===== src/rtl/scan_pkg.sv =====
// scan_pkg: shared types and sizes for the truth-table scanner.
//   state_t  - scanner FSM states (IDLE, APPLY, SAMPLE, DONE)
//   NUM_VEC  - number of input vectors in one scan (4 inputs -> 16)
//   IDX_W    - vector index width
//   CNT_W    - mismatch counter width (must hold 0..16)
package scan_pkg;

  typedef enum logic [1:0] {
    IDLE   = 2'd0,
    APPLY  = 2'd1,
    SAMPLE = 2'd2,
    DONE   = 2'd3
  } state_t;

  localparam int NUM_VEC = 16;
  localparam int IDX_W   = 4;
  localparam int CNT_W   = 5;

endpackage


===== src/rtl/scan_settle_timer.sv =====
// scan_settle_timer: settle-time down-counter for the scanner.
// Parameters:
//   SETTLE  - cycles a vector is held before it is sampled (1..15)
// Ports:
//   clk     - clock, rising edge
//   reset   - asynchronous active-high reset
//   load    - reload the counter for a fresh APPLY phase
//   en      - count down (held high while in APPLY)
//   expired - last APPLY cycle for this vector
module scan_settle_timer #(
  parameter int SETTLE = 1
) (
  input  logic clk,
  input  logic reset,
  input  logic load,
  input  logic en,
  output logic expired
);

  // Loading SETTLE-1 gives exactly SETTLE APPLY cycles: expired is seen
  // in the SETTLE-th cycle and the FSM leaves APPLY on that edge.
  localparam logic [3:0] LOAD_VAL = 4'(SETTLE - 1);

  logic [3:0] cnt_q;

  always_ff @(posedge clk or posedge reset) begin
    if (reset)                    cnt_q <= '0;
    else if (load)                cnt_q <= LOAD_VAL;
    else if (en && cnt_q != '0)   cnt_q <= cnt_q - 4'd1;
  end

  assign expired = (cnt_q == '0);

endmodule


===== src/rtl/truth_table_scanner.sv =====
// truth_table_scanner: walks all 16 vectors of a 4-input combinational
// function, samples its output, builds the truth table and compares it
// with an expected mask.
// Optional feature: define SCAN_ERRCNT_EN to add the err_count output
// (number of vectors whose sample differs from the mask).
// Parameters:
//   SETTLE    - cycles each vector is held before sampling (1..15)
// Ports:
//   clk       - clock, rising edge
//   reset     - asynchronous active-high reset
//   start     - scan request, only looked at in IDLE
//   mask      - expected truth table, captured at start acceptance
//   s_in      - output of the function under scan
//   vec       - applied vector {x,y,w,z}; zero outside APPLY/SAMPLE
//   busy      - scan in progress (APPLY, SAMPLE, DONE)
//   done      - one-cycle completion pulse
//   table_q   - captured truth table, bit i = sample for vector i
//   match     - table_q equals captured mask; valid from done
//   err_count - mismatch count 0..16 (SCAN_ERRCNT_EN only)
module truth_table_scanner
  import scan_pkg::*;
#(
  parameter int SETTLE = 1
) (
  input  logic                 clk,
  input  logic                 reset,
  input  logic                 start,
  input  logic [NUM_VEC-1:0]   mask,
  input  logic                 s_in,
  output logic [IDX_W-1:0]     vec,
  output logic                 busy,
  output logic                 done,
  output logic [NUM_VEC-1:0]   table_q,
  output logic                 match
`ifdef SCAN_ERRCNT_EN
  ,
  output logic [CNT_W-1:0]     err_count
`endif
);

  state_t             state_q, state_d;
  logic [IDX_W-1:0]   idx_q, idx_d;
  logic [NUM_VEC-1:0] mask_q, mask_d;
  logic [NUM_VEC-1:0] tbl_q, tbl_d;
  logic               match_q, match_d;
  logic               tmr_load, tmr_en, tmr_expired;

  scan_settle_timer #(.SETTLE(SETTLE)) u_settle (
    .clk     (clk),
    .reset   (reset),
    .load    (tmr_load),
    .en      (tmr_en),
    .expired (tmr_expired)
  );

  always_comb begin
    state_d  = state_q;
    idx_d    = idx_q;
    mask_d   = mask_q;
    tbl_d    = tbl_q;
    match_d  = match_q;
    tmr_load = 1'b0;
    tmr_en   = 1'b0;
    case (state_q)
      IDLE: begin
        if (start) begin
          mask_d   = mask;
          idx_d    = '0;
          tbl_d    = '0;
          match_d  = 1'b0;
          tmr_load = 1'b1;
          state_d  = APPLY;
        end
      end
      APPLY: begin
        tmr_en = 1'b1;
        if (tmr_expired) state_d = SAMPLE;
      end
      SAMPLE: begin
        tbl_d[idx_q] = s_in;
        if (idx_q == IDX_W'(NUM_VEC - 1)) begin
          state_d = DONE;
        end else begin
          idx_d    = idx_q + 1'b1;
          tmr_load = 1'b1;
          state_d  = APPLY;
        end
      end
      DONE: begin
        match_d = (tbl_q == mask_q);
        state_d = IDLE;
      end
      default: state_d = IDLE;
    endcase
  end

  always_ff @(posedge clk or posedge reset) begin
    if (reset) begin
      state_q <= IDLE;
      idx_q   <= '0;
      mask_q  <= '0;
      tbl_q   <= '0;
      match_q <= 1'b0;
    end else begin
      state_q <= state_d;
      idx_q   <= idx_d;
      mask_q  <= mask_d;
      tbl_q   <= tbl_d;
      match_q <= match_d;
    end
  end

  // Outputs decode straight from the state register so reset clears them
  // without waiting for a clock.
  assign vec     = (state_q == APPLY || state_q == SAMPLE) ? idx_q : '0;
  assign busy    = (state_q != IDLE);
  assign done    = (state_q == DONE);
  assign table_q = tbl_q;
  // The table is complete on entry to DONE, so match is driven from the
  // live compare during the done pulse and from the register afterwards.
  assign match   = (state_q == DONE) ? (tbl_q == mask_q) : match_q;

`ifdef SCAN_ERRCNT_EN
  logic [CNT_W-1:0] err_q;

  always_ff @(posedge clk or posedge reset) begin
    if (reset)
      err_q <= '0;
    else if (state_q == IDLE && start)
      err_q <= '0;
    else if (state_q == SAMPLE && (s_in != mask_q[idx_q]))
      err_q <= err_q + 1'b1;
  end

  assign err_count = err_q;
`else
  // No mismatch counter in this build.
`endif

endmodule


===== config.mk =====
export PLATFORM = sky130hd
export DESIGN_NAME = truth_table_scanner
export DESIGN_NICKNAME = d
export VERILOG_FILES = /design/src/rtl/scan_pkg.sv /design/src/rtl/scan_settle_timer.sv /design/src/rtl/truth_table_scanner.sv
export SDC_FILE = /design/constraint.sdc
export NUM_CORES = 1
export LEC_CHECK = 0
export ABC_AREA = 1
export ABC_CLOCK_PERIOD_IN_PS = 1950
export BUFFER_PORTS_ARGS = -buffer_cell sky130_fd_sc_hd__buf_2
export CAP_MARGIN = 20
export CORE_ASPECT_RATIO = 2
export CORE_UTILIZATION = 45
export DETAILED_ROUTE_END_ITERATION = 10
export GPL_TIMING_DRIVEN = 0
export PLACE_DENSITY = 0.69
export SYNTH_ARGS = -nofsm -noshare
export SYNTH_HDL_FRONTEND = slang
export SYNTH_SLANG_ARGS = --single-unit

===== constraint.sdc =====
create_clock -name clk -period 1.95 [get_ports clk]
set_clock_uncertainty 0.1 [all_clocks]
set_input_delay 0.0975 -clock clk [delete_from_list [all_inputs] [get_ports clk]]
set_output_delay 0.0975 -clock clk [all_outputs]
set_load 0.01 [all_outputs]

After elaboration in Yosys (flattened, before gate mapping)

Cells that the tools add are included.

Add/subtract/negate cells: 2
$mul: 0
Divide/modulo/power cells: 0
Magnitude comparators: 2
Equality and inequality tests: 8
Shift operators: 0
Muxes and demuxes: 22
Bitwise logic cells: 0
Reductions and logical operators: 15

Operators with widths:

| kind                                                | count |
|---|---|
| case mux 16 bit (2 select lines)                    | 1 |
| two-way mux 4 bit                                   | 5 |
| bitwise mux 16 bit                                  | 1 |
| equality test 16 bit                                | 1 |
| two-way mux 16 bit                                  | 1 |
| case mux 2 bit (4 select lines)                     | 1 |
| case mux 4 bit (2 select lines)                     | 1 |
| AND reduction 2 bit                                 | 4 |
| nonzero test 2 bit                                  | 4 |
| two-way mux 1 bit                                   | 6 |
| two-way mux 2 bit                                   | 3 |
| inequality test 2 bit, second input constant        | 3 |
| < comparator 4 x 5 -> 1 bit, second input constant  | 1 |
| adder 4 x 1 -> 4 bit, second input constant         | 1 |
| demux 1 bit (select 4 bit)                          | 1 |
| equality test 2 bit, second input constant          | 2 |
| equality test 4 bit, second input constant          | 1 |
| >= comparator 4 x 1 -> 1 bit, second input constant | 1 |
| logical NOT 4 bit                                   | 1 |
| case mux 1 bit (2 select lines)                     | 2 |
| nonzero test 4 bit                                  | 1 |
| subtractor 4 x 1 -> 4 bit, second input constant    | 1 |
| AND reduction 3 bit                                 | 1 |
| equality test 2 x 1 -> 1 bit, second input constant | 1 |
| other kinds (3)                                     | 4 |

Register bits after elaboration: 43
Bits in latches: 0
Memory bits (writable): 0
Memory bits (read-only): 0
Output and inout bits: 23
Word-level logic and storage cells: 55
Memories: 0

Depth between registers and ports, before layout

Gate-level depths: netlist of run 1.

Depth after elaboration: 6
Mapped depth: 9
Depth with buffers taken out: 8

Hierarchy

From an unflattened synthesis of run 1, not the netlist that was laid out.

Cell total of the unflattened synthesis: 322
Area, all modules: 2446.1 um^2

By module, submodules not included:

| module              | instances | cells an instance | area each (um^2) | seq. area each (um^2) |
|---|---|---|---|---|
| truth_table_scanner | 1         | 287               | 2194.6           | 975.9 |
| scan_settle_timer   | 1         | 35                | 251.5            | 100.1 |

Worst setup path before layout of run 1

No wires, ideal clock.

Path type: reg2reg
Start point: register state_q[1]
End point: register tbl_q[4] (netlist: table_q[4])
Library setup time: 125 ps
Arrival: 1409 ps
Path slack: 316 ps
Cell stages (with the launch flop): 9
Buffers on the path: 1
Path through: dfrtp_1 inv_1 ha_1 nand2_4 o21ai_4 inv_2 buf_2 a21oi_1 o22ai_1

Word-level cells in the longest chain between the ends: 3
Elaborated cells between the ends (all ways): 6
Those cells by class: eq/ne: 2; mux: 1; reduce/logical: 3

Ends and longest elaborated chain:

| item                                                                                | RTL line                   | text |
|---|---|---|
| start, declared                                                                     | truth_table_scanner.sv:41  | `state_t state_q, state_d;` |
| start signal, assigned                                                              | truth_table_scanner.sv:105 | `state_q <= state_d;` |
| equality test 2 bit / logical NOT 2 bit (equally long branches)                     | truth_table_scanner.sv:64  | `case (state_q)` |
| nonzero test 2 bit (no source line) / inequality test 2 bit (equally long branches) | --                         |  |
| AND reduction 2 bit (no source line)                                                | --                         |  |
| end signal, assigned                                                                | truth_table_scanner.sv:108 | `tbl_q <= tbl_d;` |
| end, declared                                                                       | truth_table_scanner.sv:44  | `logic [NUM_VEC-1:0] tbl_q, tbl_d;` |

Parallel ways exist; a longest one is shown, timed or not.
A chain may end at the register's enable or synchronous reset.

Worst setup path in the final report of run 1

Start point: register state_q[0]
End point: register tbl_q[4] (netlist: table_q[4])

The elaborated chain is that of the path after synthesis.

==> results of run 1 <==
-- sequential cells by signal, summed over array words and instances (netlist names) --
register,cells
match_q,1
state_q,2
table_q,16
idx_q,4
mask_q,16
u_settle.cnt_q,4
-- area by class of cell --
| cell class | instances | area share |
|---|---|---|
| Multi-Input combinational cell | 205 | 0.351 |
| Clock inverter | 3 | 0.0147 |
| Clock buffer | 5 | 0.0231 |
| Sequential cell | 43 | 0.361 |
| Timing Repair Buffer | 61 | 0.137 |
| Tap cell | 58 | 0.0243 |
| Buffer | 9 | 0.0206 |
| Inverter | 54 | 0.0680 |
-- layer usage --
layer | vias up | GRT usage | part of all wire
met5 | - | 0 | 0
met4 | 0 | 0.0808 | 0.020
met3 | 7 | 0.0451 | 0.040
met2 | 50 | 0.432 | 0.56
met1 | 1001 | 0.244 | 0.38
li1 | 1108 | - | -
-- cell families (layout without fill, tap and decap cells) --
| kind of cell | Yosys count | in the layout | share of synthesized area |
|---|---|---|---|
| flip-flops | 43 | 43 | 0.453 |
| AND/OR/NAND/NOR | 132 | 132 | 0.228 |
| adder cells (fa/ha/maj) | 10 | 10 | 0.0526 |
| XOR/XNOR | 6 | 6 | 0.0221 |
| AO/OA/AOI/OAI | 57 | 57 | 0.135 |
| buffers and inverters | 63 | 132 | 0.109 |
-- stage by stage --
| stage | area, um^2 | util | total power, mW | instances | setup TNS [ns] |
|---|---|---|---|---|---|
| 3_3_place_gp | 2660 | 0.522 | 2.99 | 411 | 0 |
| 5_1_grt | 2980 | 0.585 | 4.14 | 438 | 0 |
| 2_1_floorplan | 2380 | - | 2.58 | 311 | 0 |
| 6_report | 2980 | 0.585 | 3.78 | 438 | 0 |
| 3_5_place_dp | 2680 | 0.526 | 3.05 | 412 | -0.148 |
| 4_1_cts | 2970 | 0.583 | 3.81 | 437 | 0 |
-- power by group --
group	switching, mW	internal, mW	total, mW
clock network	0.317	0.381	0.698
registers	0.171	1.15	1.32
logic	1.10	0.662	1.76
total	1.59	2.19	3.78
-- placed cells by master (no fill, tap or decap), types with 2 or more instances in the layout --
master	instances
dlygate4sd3_1	17
nand2_1	91
o31ai_1	3
nor2_1	20
inv_1	51
a21oi_1	17
clkbuf_2	2
buf_4	4
dfrtp_1	43
nand3_1	14
buf_2	44
o22ai_1	12
clkbuf_8	5
ha_1	9
inv_2	3
o21ai_0	23
xor2_1	6
-- timing repair --
item | 4_1_cts | 5_1_grt
buffers inserted | 0 | 1
hold endpoints to repair | 59 | 0
gates resized for setup | 2 | 4
endpoints found under the setup margin | 19 | 21
pin swaps | 0 | 1
hold buffers | 17 | 0
-- critical path, delay by kind of cell, from the launching register on --
family                     cells  cell delay (ns)
DFF                            1             0.42
AOI/OAI and AO/OA              3             0.46
adders and majority gates      1             0.26
buffers and inverters          4             0.45
-- worst max-delay path by stage --
stage	end	slack [ns]	depth (start not counted)
2_1_floorplan	table_q[4]$_DFFE_PP0P_	0.32	8
3_3_place_gp	mask_q[4]$_DFFE_PP0P_	0.01	7
3_5_place_dp	mask_q[9]$_DFFE_PP0P_	-0.04	6
4_1_cts	table_q[4]$_DFFE_PP0P_	0.03	6
5_1_grt	table_q[4]$_DFFE_PP0P_	0.01	8
6_report	table_q[4]$_DFFE_PP0P_	0.13	8
==> out/metrics.yaml, run 1 <==
fin_crit_sh: 0.932
hold_slack_ns: 0.0393
place.gp.congestion: 0.840
tritoncts: "yes"
slew_headroom: 0.660
clk_latency_ns: 0.30
synth_edf_count: 0
overflow: 0
wl_per_cell_um: 12.9
io_buffers: 42
die_y_um: 105
clock_sinks: 43
fillers: 498
synth_async_sr_flop_share: 1.00
start_kind: "flip-flop"
min_path_cells: 3
grt_max_degree: 43
seqCellArea_mm2: 0.00108
drt_wl_total_mm: 5.64
boundaryPins: 43
r2r-end: "table_q[4]$_DFFE_PP0P_"
viasPerCell: 4.95
slowest_delay_ns: 0.42
synthDistinctLibCells: 24
die_w_um: 53.4
cp_slowest_cell: "dfrtp_1"
synth-seq-cells: 43
criticalPathCategory: "reg2reg"
crit_chain: "inv_1, ha_1, inv_2, o21ai_4, inv_2, buf_2, a21oi_1, o22ai_1"
critPathMostFrequentCell: "inv_2"
num_rows: 37
seq_area_frac_synth: 0.453
rrSetupSlack_ns: 0.13
status: "finished, final reports clean"
yosys.cell_count.top_type: "nand2_1"
yosys.area.top_type: "dfrtp_1"
syn_nets: 341
power_density_mw_per_mm2: 1270
drt_pass1_iterations: 4
path_clk_slew_ns: 0.08
worst-path-max-fanout: 10
fmax_mhz: 550
cp-startpoint: "state_q[0]$_DFFE_PP0P_"
ir_drop_mv: 0.891
drc: 0
grt_pass1_vias: 2175
tightest_slew_ns: 0.509
ant_nets: 0
syn_area_mm2: 0.00238
floorplan.initialDensity: 0.467
avgSynthCellArea_um2: 7.64
ctsRootBufferMaster: "clkbuf_8"
initialDrtViolationCount: 63
reg2reg_depth: 8
clk_path_buf_depth: 2
final_hold_viol_count: 0
setup_violations: 0
hold_end: "table_q[12]$_DFFE_PP0P_"
synth_ff_type: "dfrtp_1"
synth_common_cells: "nand2_1 (91), inv_1 (52), dfrtp_1 (43)"
end_kind: "flip-flop"
vias: 2166
min_from: "s_in"
antenna_found_initial: 0
netlist_instances: 311
drv_slew: 0
dp_hpwl_mm: 4.11
synth_top_area_frac: 0.453
diodes: 0
ys_warn_count: 0
synth_area_leaders: "dfrtp_1 (45%), nand2_1 (14%), inv_1 (8.2%), ha_1 (5.3%), o21ai_0 (4.8%)"
track_usage: 0.234
dieArea_mm2: 0.00560
grt_pass1_wl_mm: 9.59
drive_gt1_frac: 0.187
crit_required_ns: 2.02
cts_inserted_buffers: 5
period_needed_ns: 1.82
setup_ws_ns: 0.133
multiInputGateArea_mm2: 0.00105
htreeDepth: 2
hp-class: "in2reg"
fp.coreArea_mm2: 0.00509
dp_worst_setup_slack_ns: -0.0404
rsz0062_at_grt: "no"
power_leakage_nw: 1.59
fin_nets: 409
max_cap_viol_count: 0
worstReg2RegStart: "state_q[0]$_DFFE_PP0P_"
area_growth_pct: 25.4
cp_data_arrival_time_ns: 1.89
No activity file was read; power rests on OpenSTA's default activity.
==> run 2: changes to the inputs <==
SETUP_SLACK_MARGIN = 0.5   (was default)
==> run 2 against run 1 <==
Register-to-register slack gained 0.09 ns; combinational power grew 93%; critical path depth grew 2; non-clock buffer count grew 34; highest routed layer unchanged.
==> out/metrics.yaml, run 2 (synthesized netlist as in run 1, its figures left out) <==
boundaryPins: 43  # unchanged
cp.depth: 10  # +2
antenna_found_initial: 0  # unchanged
most-common-layout-cells: "nand2_1 (81), dfrtp_1 (43), inv_1 (41), buf_2 (41), buf_4 (28)"
setup_ws_ns: 0.220  # +0.0870 ns
slew_headroom: 0.382  # -0.278
criticalPathCategory: "reg2reg"
layout_commonest_cell: "nand2_1"
area_growth_pct: 57.4
clk_path_buf_depth: 2  # unchanged
status: "finished, final reports clean"
fmax_mhz: 578  # +5.0%
final_hold_viol_count: 0  # unchanged
r2r-end: "state_q[1]$_DFFE_PP0P_"
io_buffers: 42  # unchanged
max_cap_viol_count: 0  # unchanged
initialDrtViolationCount: 97  # +54%
setup_violations: 0  # unchanged
place.gp.congestion: 0.784  # -6.7%
track_usage: 0.255  # +0.0210
stdcell_area_mm2: 0.00374  # +26%
cp-endpoint: "state_q[1]$_DFFE_PP0P_"
hp-class: "in2reg"
rsz0062_at_grt: "yes"
power_mw: 5.55  # +47%
ant_nets: 0  # unchanged
power_density_mw_per_mm2: 1480  # +17%
die_w_um: 53.4  # unchanged
crit_family: "flip-flops"
num_rows: 37  # unchanged
cts_inserted_buffers: 5  # unchanged
htreeDepth: 2  # unchanged
fp.coreArea_mm2: 0.00509  # unchanged
grt_pass1_vias: 2254  # +3.6%
floorplan.initialDensity: 0.467  # unchanged
grt_max_degree: 44  # +2.3%
ir_drop_mv: 1.07  # +20%
fin_nets: 443  # +8.3%
end_kind: "flip-flop"
clk_latency_ns: 0.31  # about the same
worstReg2RegStart: "state_q[1]$_DFFE_PP0P_"
drt_wl_total_mm: 7.42  # +31%
start_kind: "flip-flop"
fin_crit_sh: 0.887  # -0.0446
grt_pass1_wl_mm: 10.3  # +7.8%
cp_slowest_cell: "dfrtp_1"
drive_gt1_frac: 0.408  # +0.221
dp_hpwl_mm: 4.06  # -1.3%
ctsRootBufferMaster: "clkbuf_8"
path_clk_slew_ns: 0.08  # about the same
rrSetupSlack_ns: 0.22  # +0.09 ns
overflow: 0  # unchanged
die_y_um: 105  # unchanged
critPathBufInv: 4  # unchanged
drv_slew: 0  # unchanged
diodes: 0  # unchanged
placed_area_mm2: 0.00271  # +1.0%
crit_required_ns: 2.05  # +0.03 ns
tns_ns: 0  # unchanged
drt_pass1_iterations: 5  # +1
worst-path-max-fanout: 4  # -6
fillers: 344  # -31%
power_leakage_nw: 1.84  # +15%
dieArea_mm2: 0.00560  # unchanged
reg2reg_depth: 10  # +2
tightest_slew_ns: 0.926  # +0.417 ns
slowest_delay_ns: 0.44  # +0.02 ns
dp_worst_setup_slack_ns: 0.0910  # +0.131 ns
cp-startpoint: "state_q[1]$_DFFE_PP0P_"
wl_per_cell_um: 15.7  # +22%
cp_data_arrival_time_ns: 1.83  # -0.06 ns
crit_chain: "inv_2, ha_4, buf_4, buf_6, inv_2, nor2_4, nor2_4, nand2_1, nor2_1, a21oi_1"
drc: 0  # unchanged
vias: 2450  # +13%
tritoncts: "yes"
viasPerCell: 5.19  # +5.0%
period_needed_ns: 1.73  # -0.0870 ns
clock_sinks: 43  # unchanged
run 2: worst min path at each step:
stage	start	to	slack [ns]	cells past startpoint
floorplan	mask[0]	mask_q[0]$_DFFE_PP0P_	0.11	2
global placement	mask[7]	mask_q[7]$_DFFE_PP0P_	0.19	3
detailed placement	mask[7]	mask_q[7]$_DFFE_PP0P_	0.20	3
CTS	s_in	table_q[12]$_DFFE_PP0P_	0.06	3
global route	s_in	table_q[14]$_DFFE_PP0P_	0.08	3
finish	s_in	table_q[14]$_DFFE_PP0P_	0.06	3
run 2: power breakdown:
part	switching [mW]	internal [mW]
clock	0.314	0.512
combinational	1.84	1.56
sequential	0.182	1.15
run 2: metal layers:
metal | share of wire | global-route usage
met1 | 0.36 | 0.296
met2 | 0.54 | 0.426
met3 | 0.055 | 0.0451
met4 | 0.042 | 0.128
met5 | 0 | 0
run 2: cell type report:
class | instances | area (um^2) | share of cell area
Sequential cell | 43 | 1080 | 0.288
Multi-Input combinational cell | 205 | 1380 | 0.368
Clock buffer | 6 | 72.6 | 0.0194
Tap cell | 58 | 72.6 | 0.0194
Timing Repair Buffer | 95 | 751 | 0.201
Clock inverter | 2 | 60.1 | 0.0161
Inverter | 54 | 210 | 0.0562
Buffer | 9 | 124 | 0.0331
run 2: per-stage QoR:
stage,hold slack [ns],utilization,instances
6_report,0.0576,0.735,472
2_1_floorplan,0.107,-,311
3_3_place_gp,0.191,0.532,411
4_1_cts,0.0630,0.665,455
3_5_place_dp,0.198,0.532,411
5_1_grt,0.0753,0.735,472
run 2: worst register-to-register path, stage by stage (launching register included):
cell and delay [ns]:
dfrtp_1 0.44, inv_2 0.09, ha_4 0.21, buf_4 0.15
buf_6 0.11, inv_2 0.06, nor2_4 0.04, nor2_4 0.16
nand2_1 0.08, nor2_1 0.12, a21oi_1 0.06
run 2: repair_timing:
action / CTS / global route
gates resized for setup: 62 / 60
setup buffers: 17 / 15
pin swaps: 13 / 20
hold buffers: 17 / 0
gates cloned: 2 / 2
setup endpoints to repair: 49 / 50
endpoints found under the hold margin: 59 / 0
==> run 3: changes to the inputs <==
CORE_MARGIN = 5   (was default)
CTS_BUF_LIST = sky130_fd_sc_hd__clkbuf_4 sky130_fd_sc_hd__clkbuf_8   (was default)
==> run 3 against run 2 <==
Cell count down 0.21%; cell area up 3.0%; setup slack worse by 0.049 ns; critical path type unchanged.
==> out/metrics.yaml, run 3 (synthesized netlist as in run 1, its figures left out) <==
clk_latency_ns: 0.31  # about the same
ctsRootBufferMaster: "clkbuf_8"
fmax_mhz: 562  # -2.8%
cp_data_arrival_time_ns: 1.87  # +0.04 ns
fin_nets: 443  # unchanged
drive_gt1_frac: 0.443  # +0.0349
area_growth_pct: 62.1
fin_crit_sh: 0.912  # +0.0252
drc: 0  # unchanged
clk_path_buf_depth: 2  # unchanged
vias: 2507  # +2.3%
slowest_delay_ns: 0.40  # -0.04 ns
cts_inserted_buffers: 5  # unchanged
viasPerCell: 5.32  # +2.5%
hp-class: "in2reg"
num_rows: 37  # unchanged
start_kind: "flip-flop"
tns_ns: 0  # unchanged
boundaryPins: 43  # unchanged
drt_wl_total_mm: 8.08  # +8.9%
final_hold_viol_count: 0  # unchanged
dieArea_mm2: 0.00692  # +24%
rsz0062_at_grt: "yes"
initialDrtViolationCount: 123  # +27%
criticalPathCategory: "reg2reg"
wl_per_cell_um: 17.1  # +9.1%
ir_drop_mv: 0.925  # -13%
dp_worst_setup_slack_ns: 0.0544  # -0.0367 ns
power_density_mw_per_mm2: 1390  # -6.4%
fp.coreArea_mm2: 0.00514  # +0.91%
dp_hpwl_mm: 4.28  # +5.3%
critPathBufInv: 5  # +1
die_y_um: 113  # +7.6%
overflow: 0  # unchanged
critPathMostFrequentCell: "buf_6"
crit_chain: "inv_2, ha_4, inv_4, o21ai_4, buf_6, inv_6, buf_6, a21oi_2, o22ai_2"
antenna_found_initial: 0  # unchanged
setup_ws_ns: 0.171  # -0.0492 ns
fillers: 337  # -2.0%
floorplan.initialDensity: 0.463  # -0.00421
max_cap_viol_count: 0  # unchanged
grt_max_degree: 44  # unchanged
cp_slowest_cell: "dfrtp_1"
crit_family: "buffers and inverters"
diodes: 0  # unchanged
htreeDepth: 2  # unchanged
period_needed_ns: 1.78  # +0.0492 ns
end_kind: "flip-flop"
slew_headroom: 0.397  # +0.0151
layout_commonest_cell: "nand2_1"
power_leakage_nw: 1.90  # +3.3%
clock_sinks: 43  # unchanged
status: "finished, final reports clean"
drt_pass1_iterations: 6  # +1
grt_pass1_wl_mm: 10.6  # +2.0%
tritoncts: "yes"
ant_nets: 0  # unchanged
path_clk_slew_ns: 0.08  # about the same
place.gp.congestion: 0.874  # +12%
most-common-layout-cells: "nand2_1 (77), dfrtp_1 (43), inv_1 (42)"
crit_required_ns: 2.04  # about the same
worst-path-max-fanout: 5  # +1
tightest_slew_ns: 0.903  # -0.0227 ns
grt_pass1_vias: 2382  # +5.7%
track_usage: 0.203  # -0.0516
die_w_um: 61.4  # +15%
setup_violations: 0  # unchanged
drv_slew: 0  # unchanged
io_buffers: 42  # unchanged
-- run 3: cell types whose count changed in the layout (fill, tap and decap cells not counted), sizes merged --
cell    delta
clkinv     +1
buf        -1
bufinv     -2
clkbuf     +1
-- run 3: worst paths after layout --
kind	start	end	slack (ns)	cells after the start
max in group asynchronous	reset	mask_q[6]$_DFFE_PP0P_	0.77	3
min reg2reg	match_q$_DFFE_PP0P_	match_q$_DFFE_PP0P_	0.39	2
max reg2reg	state_q[0]$_DFFE_PP0P_	table_q[8]$_DFFE_PP0P_	0.17	9
min in group asynchronous	reset	u_settle.cnt_q[2]$_DFFE_PP0P_	0.43	3
max	state_q[0]$_DFFE_PP0P_	table_q[8]$_DFFE_PP0P_	0.17	9
min	s_in	table_q[15]$_DFFE_PP0P_	0.16	4
-- run 3: tightest hold or removal path, cell delays in order --
cell and delay [ns]:
buf_2 0.12, nand3_4 0.12, buf_12 0.14, o21ai_2 0.05
-- run 3: power breakdown --
group / total, mW / switching [mW] / internal (mW)
registers: 1.34 / 0.190 / 1.15
logic: 3.42 / 1.87 / 1.54
clock network: 0.594 / 0.316 / 0.278
-- run 3: layer usage --
layer  wire length, um  global-route usage  vias to the layer above
li1                  -                   -                     1173
met4               478               0.116                        0
met3               361              0.0457                       30
met2              4400               0.360                       86
met5                 0                   0                        -
met1              2840               0.205                     1218
-- run 3: per-stage QoR --
stage | instance area (um^2) | total power, mW | cells | util | hold WS [ns]
2_1_floorplan | 2420 | 2.70 | 311 | - | 0.107
3_3_place_gp | 2710 | 3.13 | 411 | 0.527 | 0.191
3_5_place_dp | 2710 | 3.17 | 411 | 0.527 | 0.195
4_1_cts | 3360 | 4.41 | 452 | 0.653 | 0.0991
5_1_grt | 3850 | 5.66 | 471 | 0.750 | 0.177
6_report | 3850 | 5.35 | 471 | 0.750 | 0.157
-- run 3: timing repair --
action                                 4_1_cts  5_1_grt
endpoints found under the hold margin       59        0
setup endpoints to repair                   48       50
buffers inserted                            15       17
gates cloned                                 2        2
pin swaps                                   16       10
gates resized for setup                     66       84
hold buffers                                17        0
-- run 3: final cells by class --
class	count	area (um^2)	area share
sequential	43	1080	0.279
inverter	54	213	0.0552
clock inverter	1	5.00	0.00130
tap	58	72.6	0.0188
clock buffer	6	82.6	0.0214
timing repair buffer	95	797	0.207
buffer	9	123	0.0318
multi-input combinational	205	1490	0.385
